===== src/rtl/nibble_serial_add_ctrl_pkg.sv =====
// Shared definitions for the nibble-serial adder controller.
//  - state_t : FSM state encoding (IDLE / RUN / DONE)
//  - SLICE_W : width of the shared adder slice
//  - ovf_calc: two's-complement overflow from the operand and result sign bits
package nibble_serial_add_ctrl_pkg;

    localparam int SLICE_W = 4;

    typedef enum logic [1:0] {
        ST_IDLE = 2'd0,
        ST_RUN  = 2'd1,
        ST_DONE = 2'd2
    } state_t;

    // Overflow occurs when both operands share a sign that the result does not.
    function automatic logic ovf_calc(input logic a_msb, input logic b_msb, input logic s_msb);
        return (a_msb == b_msb) && (s_msb != a_msb);
    endfunction

endpackage


===== src/rtl/nibble_serial_add_ctrl_ripple_carry.sv =====
// ripple_carry: 4-bit ripple-carry adder shared by the serial controller.
// Ports:
//  A, B  in  4  operand slices
//  Cin   in  1  carry into bit 0
//  Sum   out 4  slice sum
//  Cout  out 1  carry out of bit 3
module ripple_carry (
    input  logic [3:0] A,
    input  logic [3:0] B,
    input  logic       Cin,
    output logic [3:0] Sum,
    output logic       Cout
);

    logic [4:0] carry_s;

    // Four chained full adders.
    always_comb begin
        carry_s    = 5'b00000;
        Sum        = 4'b0000;
        carry_s[0] = Cin;
        for (int i = 0; i < 4; i++) begin
            Sum[i]       = A[i] ^ B[i] ^ carry_s[i];
            carry_s[i+1] = (A[i] & B[i]) | (carry_s[i] & (A[i] ^ B[i]));
        end
        Cout = carry_s[4];
    end

endmodule


===== src/rtl/nibble_serial_add_ctrl.sv =====
// nibble_serial_add_ctrl: WIDTH-bit adder built from one shared 4-bit adder,
// processing one nibble per cycle (LSB first) with a registered inter-slice carry.
// Ports:
//  clk, rst              clock, synchronous active-high reset
//  in_valid/in_ready     operand handshake (a, b, cin captured on accept)
//  out_valid/out_ready   result handshake (sum, cout, ovf held while out_valid)
//  sum, cout, ovf        registered result, carry out and signed overflow
//  busy                  high while an operation is running or awaiting pickup
// WIDTH must be a multiple of 4 and at least 8.
module nibble_serial_add_ctrl
    import nibble_serial_add_ctrl_pkg::*;
#(
    parameter int WIDTH = 16
) (
    input  logic             clk,
    input  logic             rst,
    input  logic             in_valid,
    output logic             in_ready,
    input  logic [WIDTH-1:0] a,
    input  logic [WIDTH-1:0] b,
    input  logic             cin,
    output logic             out_valid,
    input  logic             out_ready,
    output logic [WIDTH-1:0] sum,
    output logic             cout,
    output logic             ovf,
    output logic             busy
);

    localparam int NSLICE = WIDTH / SLICE_W;
    localparam int IDX_W  = (NSLICE > 1) ? $clog2(NSLICE) : 1;
    localparam logic [IDX_W-1:0] IDX_LAST = IDX_W'(NSLICE - 1);
    localparam logic [IDX_W-1:0] IDX_ONE  = IDX_W'(1);

    state_t             state_r;
    state_t             state_next_s;
    logic               in_ready_r;
    logic               out_valid_r;
    logic               busy_r;
    logic [WIDTH-1:0]   a_r;
    logic [WIDTH-1:0]   b_r;
    logic [WIDTH-1:0]   sum_r;
    logic               carry_r;
    logic               cout_r;
    logic               ovf_r;
    logic [IDX_W-1:0]   idx_r;

    logic               accept_s;
    logic               run_s;
    logic               last_slice_s;
    logic [IDX_W+1:0]   slice_lo_s;
    logic [SLICE_W-1:0] add_a_s;
    logic [SLICE_W-1:0] add_b_s;
    logic [SLICE_W-1:0] add_sum_s;
    logic               add_cout_s;

    // Operand slice selection for the shared adder.
    always_comb begin
        slice_lo_s   = {idx_r, 2'b00};
        add_a_s      = a_r[slice_lo_s +: SLICE_W];
        add_b_s      = b_r[slice_lo_s +: SLICE_W];
        accept_s     = in_valid && in_ready_r && (state_r == ST_IDLE);
        run_s        = (state_r == ST_RUN);
        last_slice_s = run_s && (idx_r == IDX_LAST);
    end

    ripple_carry u_adder (
        .A    (add_a_s),
        .B    (add_b_s),
        .Cin  (carry_r),
        .Sum  (add_sum_s),
        .Cout (add_cout_s)
    );

    // Next-state logic.
    always_comb begin
        state_next_s = state_r;
        case (state_r)
            ST_IDLE: begin
                if (accept_s) begin
                    state_next_s = ST_RUN;
                end else begin
                    state_next_s = ST_IDLE;
                end
            end
            ST_RUN: begin
                if (last_slice_s) begin
                    state_next_s = ST_DONE;
                end else begin
                    state_next_s = ST_RUN;
                end
            end
            ST_DONE: begin
                if (out_valid_r && out_ready) begin
                    state_next_s = ST_IDLE;
                end else begin
                    state_next_s = ST_DONE;
                end
            end
            default: begin
                state_next_s = ST_IDLE;
            end
        endcase
    end

    // State register; handshake flags are registered decodes of the next state.
    always_ff @(posedge clk) begin
        if (rst) begin
            state_r     <= ST_IDLE;
            in_ready_r  <= 1'b1;
            out_valid_r <= 1'b0;
            busy_r      <= 1'b0;
        end else begin
            state_r     <= state_next_s;
            in_ready_r  <= (state_next_s == ST_IDLE);
            out_valid_r <= (state_next_s == ST_DONE);
            busy_r      <= (state_next_s != ST_IDLE);
        end
    end

    // Operand capture, slice counter, carry chain register and result assembly.
    always_ff @(posedge clk) begin
        if (rst) begin
            a_r     <= '0;
            b_r     <= '0;
            sum_r   <= '0;
            carry_r <= 1'b0;
            cout_r  <= 1'b0;
            ovf_r   <= 1'b0;
            idx_r   <= '0;
        end else if (accept_s) begin
            a_r     <= a;
            b_r     <= b;
            carry_r <= cin;
            idx_r   <= '0;
            sum_r   <= '0;
        end else if (run_s) begin
            sum_r[slice_lo_s +: SLICE_W] <= add_sum_s;
            carry_r                      <= add_cout_s;
            if (last_slice_s) begin
                // Final slice: latch the flags and park the counter at 0 instead of wrapping.
                cout_r <= add_cout_s;
                ovf_r  <= ovf_calc(a_r[WIDTH-1], b_r[WIDTH-1], add_sum_s[SLICE_W-1]);
                idx_r  <= '0;
            end else begin
                idx_r  <= idx_r + IDX_ONE;
            end
        end
    end

    assign in_ready  = in_ready_r;
    assign out_valid = out_valid_r;
    assign busy      = busy_r;
    assign sum       = sum_r;
    assign cout      = cout_r;
    assign ovf       = ovf_r;

endmodule


===== config.mk =====
export PLATFORM = sky130hd
export DESIGN_NAME = nibble_serial_add_ctrl
export DESIGN_NICKNAME = d
export VERILOG_FILES = /design/src/rtl/nibble_serial_add_ctrl_pkg.sv /design/src/rtl/nibble_serial_add_ctrl_ripple_carry.sv /design/src/rtl/nibble_serial_add_ctrl.sv
export SDC_FILE = /design/constraint.sdc
export NUM_CORES = 1
export LEC_CHECK = 0
export CAP_MARGIN = 0
export CORE_ASPECT_RATIO = 1.5
export CORE_MARGIN = 4
export CORE_UTILIZATION = 45
export CTS_CLUSTER_DIAMETER = 30
export DETAILED_ROUTE_END_ITERATION = 8
export DONT_BUFFER_PORTS = 1
export GPL_TIMING_DRIVEN = 0
export SLEW_MARGIN = 30
export SYNTH_ARGS = -nofsm -noshare
export SYNTH_HDL_FRONTEND = slang
export SYNTH_HIERARCHICAL = 1
export SYNTH_SLANG_ARGS = --single-unit

===== constraint.sdc =====
create_clock -name clk -period 4.3 [get_ports clk]
set_input_delay 0.215 -clock clk [delete_from_list [all_inputs] [get_ports clk]]
set_output_delay 0.215 -clock clk [all_outputs]
set_load 0.01 [all_outputs]

==> results of run 1 <==
## registers in the layout, summed over array words and instances (netlist names)
name,flops
in_ready,1
idx_r,2
busy,1
sum,16
out_valid,1
carry_r,1
ovf,1
b_r,16
state_r,2
a_r,16
cout,1
## layout make-up
cell class / count / area [sq um] / area share
buffer: 22 / 161.4 / 0.05045
clock buffer: 15 / 196.4 / 0.06140
clock inverter: 1 / 5.005 / 0.001564
inverter: 14 / 52.55 / 0.01643
multi-input combinational: 200 / 1393 / 0.4353
sequential: 58 / 1161 / 0.3629
tap: 72 / 90.09 / 0.02816
timing repair buffer: 14 / 140.1 / 0.04380
## stage by stage
step	utilization	setup WS, ns
2_1_floorplan	-	1.262
4_1_cts	0.5364	0.9449
6_report	0.5450	0.9525
3_3_place_gp	0.4868	0.9991
3_5_place_dp	0.4868	0.9621
5_1_grt	0.5450	0.7552
## where the power goes
part	leakage, nW	switching, mW	internal [mW]	total, mW
Combinational	0.531	0.117	0.0865	0.203
Clock	0.106	0.214	0.288	0.502
Sequential	0.473	0.0180	0.566	0.584
## kinds of logic (layout without fill, tap and decap cells)
kind of cell | count (synthesis) | in the layout | share of synthesized area
compound gates | 60 | 60 | 0.1555
fa+ha+maj | 9 | 9 | 0.05154
buf+inv | 36 | 66 | 0.07730
flops | 58 | 58 | 0.4195
mux | 10 | 10 | 0.07233
simple gates | 121 | 121 | 0.2238
## metal layers
layer / global-route usage / vias to the layer above / part of all wire
met5: 0 / - / 0
met4: 0.07930 / 0 / 0.020
met3: 0.06383 / 11 / 0.046
met2: 0.3151 / 46 / 0.54
met1: 0.1973 / 952 / 0.39
li1: - / 1045 / -
## worst register-to-register path, cell delays in order, from the launching register on
cell     delay (ns)
dfxtp_1        0.36
buf_4          0.19
buf_6          0.19
mux4_2         0.54
fa_1           0.43
inv_1          0.07
fa_1           0.16
inv_1          0.05
fa_1           0.35
inv_1          0.07
fa_1           0.40
inv_1          0.19
nand3_1        0.11
a21oi_1        0.16
## final timing paths
path,startpoint,to,depth (start not counted)
setup / recovery,idx_r[0]$_SDFFE_PP0P_,sum[15]$_SDFFE_PP0P_,13
hold / removal,b[12],b_r[12]$_SDFFE_PP0P_,2
setup reg to reg,idx_r[0]$_SDFFE_PP0P_,sum[15]$_SDFFE_PP0P_,13
hold reg to reg,b_r[1]$_SDFFE_PP0P_,b_r[1]$_SDFFE_PP0P_,2
## cells in the final DEF (no fill, tap or decap), types with 7 or more instances in the layout
cell type | netlist | layout
dfxtp_1 | 58 | 58
buf_6 | 7 | 7
a21oi_2 | 30 | 30
nand2_2 | 10 | 10
clkbuf_8 | 0 | 14
a21oi_1 | 23 | 23
nand2_1 | 74 | 74
inv_1 | 14 | 14
dlygate4sd3_1 | 0 | 14
nand4_1 | 12 | 12
mux4_2 | 8 | 8
nand3b_1 | 7 | 7
## what timing repair did
action / CTS / global route
endpoints found under the hold margin: 9 / 5
hold buffers: 9 / 5
setup buffers: 0 / 0
==> metrics.txt, run 1 <==
Syn Inst Count=294; status=completed; sequential share of the synthesized area=0.4195; GRT Total Usage=0.1829; crit start category=flop; Antenna Violating Nets Remaining=0; Num Clock Sinks=58; total power=1.289 mW; Row Count=34; die span in x=72.04 microns; design area=3199 sq um; number of enable flip-flop cells after synthesis=0; Max-Cap Viols=0; Overflow after GRT=0; FF+latch count, synth=58; drt total wl=6294 microns; Buf+Inv Stages, Crit Path=6; Pre-antenna DRT Iters=4; # DRC=0; max-slew violation count=0; measured slew at the worst slew-check pin=0.6948 ns; top-count cell post-synth=nand2_1; Fill cells=565; required time of the critical path=4.57 ns; die height=104.1 microns; cts bufs inserted=9; WL/cell=15.89 microns; Cells after DPL=366; Fmax=0.2987 GHz; Max-slew headroom=0.5368; TritonCTS clock tree=done; post-layout min period=3.348 ns; io pins=58; initial antenna violation count=0; Reg2Reg Setup Slack=0.95 ns; ys async rst share=0; core outline area=5871 sq um; Layout Skew=0.007630 ns; WS Path Type=reg -> reg; Synth Cell Area=2768 sq um; full die area=7495 sq um; Critical Path AT=3.62 ns; final std cells w/o fill=396; Post-synth top cells=nand2_1 (74), dfxtp_1 (58), a21oi_2 (30), a21oi_1 (23), inv_1 (14); Clock Latency Late Sink=0.34 ns; cell type with the largest total area after synthesis=dfxtp_1; Worst Hold Class=in -> reg; largest net degree at the start of global routing=11; Starting DRT DRC Count=102; RSZ-0062 raised after global routing=false; post-cts sizing count=0; Synthesized Nets=340; vias in the first global route=2,163; setup_tns=0 ns; via count=2,054; Worst-path clk slew=0.07 ns; Final Hold Vio Count=0; final setup violation count=0; fraction of layout cells with a size suffix above 1=0.2593; ys flop type=dfxtp_1; Port Buffer Count=0; syn_area_per_cell=9.414 sq um; Crit. End Element=flop; H-Tree Depth=3; # diodes=0; Area contributors post-synth=dfxtp_1 (42%), nand2_1 (10%), a21oi_2 (9.5%), mux4_2 (6.5%), a21oi_1 (4.2%); vias per cell=5.187; Max clock buf depth=2; Layout Nets=365; largest fanout on the critical path=10; Slowest cell on crit path=mux4_2; placed inst area=2858 sq um; GP Congestion=0.8450; dpl hpwl=4619 microns; global-route wire length before repair=10,450 microns; Crit path max-delay family=adder cells; P_leak=1.109 nW; Cell Chain, Critical Path=buf_4 > buf_6 > mux4_2 > fa_1 > inv_1 > fa_1 > inv_1 > fa_1 > inv_1 > fa_1 > inv_1 > nand3_1 > a21oi_1; Area growth syn-to-layout=15.60%; Initial Util=0.4714; Power Density=402.8 nW/um^2; Hold Worst Slack=0.01242 ns; Netlist cell types=34; largest stage delay on the critical path=0.54 ns; Worst VDD drop=282.6 uV; share of the synthesized area in the top cell type=0.4195; Yosys Warn Count=6; Final Cycle Share=0.7785; CTS Root Cell=clkbuf_8
(Power assumes the default switching activity.)
==> run 2, diff against run 1 <==
==> constraint.sdc (replaced) <==
create_clock -name clk -period 3.1 [get_ports clk]
set_input_delay 0.155 -clock clk [delete_from_list [all_inputs] [get_ports clk]]
set_output_delay 0.155 -clock clk [all_outputs]
set_load 0.01 [all_outputs]
==> metrics.txt, run 2 (synthesis gave the netlist of run 1 again) <==
largest fanout on the critical path=6 (-4); fraction of layout cells with a size suffix above 1=0.2746 (+0.01531); Cell Chain, Critical Path=buf_12 > mux4_2 > fa_2 > inv_2 > fa_2 > inv_1 > fa_2 > inv_2 > fa_1 > inv_2 > nand3_1 > a21oi_1; Fmax=0.3359 GHz (+12%); post-layout min period=2.977 ns (-0.3708 ns); Final Hold Vio Count=0 (unchanged); via count=2,137 (+4.0%); die height=104.1 microns (unchanged); cts bufs inserted=9 (unchanged); CTS Root Cell=clkbuf_8; GR Util met3=0.05996 (-0.003868); final setup violation count=0 (unchanged); Starting DRT DRC Count=76 (-25%); Num Clock Sinks=58 (unchanged); # DRC=0 (unchanged); Max clock buf depth=2 (unchanged); Initial Util=0.4714 (unchanged); Area growth syn-to-layout=24.14%; CP Depth=12 (-1); P_leak=1.207 nW (+8.8%); grt met1 use=0.2039 (+0.006555); largest net degree at the start of global routing=11 (unchanged); Pre-antenna DRT Iters=4 (unchanged); Crit path max-delay family=adder cells; H-Tree Depth=3 (unchanged); Worst Hold Class=in -> reg; placed inst area=2858 sq um (unchanged); Critical Path AT=3.25 ns (-0.37 ns); measured slew at the worst slew-check pin=0.6981 ns (+0.003272 ns); vias in the first global route=2,313 (+6.9%); Max-slew headroom=0.5346 (-0.002182); Overflow after GRT=0 (unchanged); Crit. End Element=flop; Row Count=34 (unchanged); Worst R2R Path Depth=12 (-1); RSZ-0062 raised after global routing=false; core outline area=5871 sq um (unchanged); Antenna Violating Nets Remaining=0 (unchanged); dpl hpwl=4619 microns (unchanged); Clock Latency Late Sink=0.34 ns (about the same); fin util=0.5853 (+0.04028); max-slew violation count=0 (unchanged); Power Density=529.7 nW/um^2 (+31%); design area=3436 sq um (+7.4%); io pins=58 (unchanged); Worst VDD drop=396.4 uV (+40%); initial antenna violation count=0 (unchanged); GR Layer Usage met2=0.3487 (+0.03355); Worst-path clk slew=0.07 ns (about the same); Port Buffer Count=0 (unchanged); GP Congestion=0.8450 (unchanged); total power=1.820 mW (+41%); die span in x=72.04 microns (unchanged); Layout Skew=0.008235 ns (+0.0006049 ns); Final Cycle Share=0.9603 (+0.1818); Hold Worst Slack=0.02606 ns (+0.01364 ns); drt total wl=6594 microns (+4.8%); TritonCTS clock tree=done; Buf+Inv Stages, Crit Path=5 (-1); status=completed; Max-Cap Viols=0 (unchanged); Slowest cell on crit path=mux4_2; leading cell type in the layout, fill and taps excluded=nand2_1; GRT Total Usage=0.1943 (+0.01138); largest stage delay on the critical path=0.53 ns (about the same); hold path depth=2 (unchanged); GRT busiest layer=met2; required time of the critical path=3.37 ns (-1.20 ns); # diodes=0 (unchanged); global-route wire length before repair=11,160 microns (+6.9%); WS Path Type=reg -> reg; crit start category=flop; WL/cell=15.78 microns (-0.75%); Layout Nets=387 (+6.0%); most frequent cells in the layout=nand2_1 (74), dfxtp_1 (57), dlygate4sd3_1 (33); vias per cell=5.112 (-1.4%); full die area=7495 sq um (unchanged)
-- run 2: cell types whose count changed in the layout (fill, tap and decap cells not counted), sizes merged --
cell / before / now
buf: 17 / 20
dlygate4sd3: 14 / 33
-- run 2: repair_timing --
item | 4_1_cts | 5_1_grt
gates resized for setup | 6 | 8
hold endpoints to repair | 33 | 0
hold buffers | 33 | 0
setup endpoints to repair | 5 | 5
buffers inserted | 4 | 0
pin swaps | 2 | 4
-- run 2: final timing paths --
path | to | slack [ns] | start
worst max-delay path | sum[15]$_SDFFE_PP0P_ | 0.12 | idx_r[0]$_SDFFE_PP0P_
worst min-delay path | state_r[0]$_SDFF_PP0_ | 0.03 | in_valid
worst max register to register | sum[15]$_SDFFE_PP0P_ | 0.12 | idx_r[0]$_SDFFE_PP0P_
worst min register to register | b_r[1]$_SDFFE_PP0P_ | 0.45 | b_r[1]$_SDFFE_PP0P_
-- run 2: power breakdown --
part	internal, mW	switching (mW)
logic	0.144	0.169
clock network	0.399	0.297
registers	0.784	0.0262
total	1.33	0.492
-- run 2: worst reg2reg max path: cells and delay by family, from the launching register on --
kind,cells,cell delay [ns]
buf+inv,5,0.41
mux,1,0.53
compound gates,1,0.14
flops,1,0.38
simple gates,1,0.10
fa+ha+maj,4,1.34
-- run 2: stage by stage --
step / worst slack [ns] / setup TNS, ns / instances
floorplan: 0.06245 / 0 / 294
global placement: -0.2009 / -0.9569 / 366
detailed placement: -0.2379 / -1.128 / 366
CTS: 0.02146 / 0 / 419
global route: 0.02533 / 0 / 418
finish: 0.1232 / 0 / 418
-- run 2: area by class of cell --
class	count	area (sq um)
fillers	543	2435
repair buffers	37	360.3
multi-input cells	200	1400
plain buffers	21	166.4
clock buffers	15	196.4
clock inverters	1	5.005
flip-flops and latches	58	1165
inverters	14	52.55
well taps	72	90.09
-- run 2: per-layer routing --
layer	wire length, microns	vias up	share of wire
met2	3621	41	0.55
met3	265	9	0.040
li1	-	1086	-
met4	110	0	0.017
met5	0	-	0
met1	2596	1001	0.39
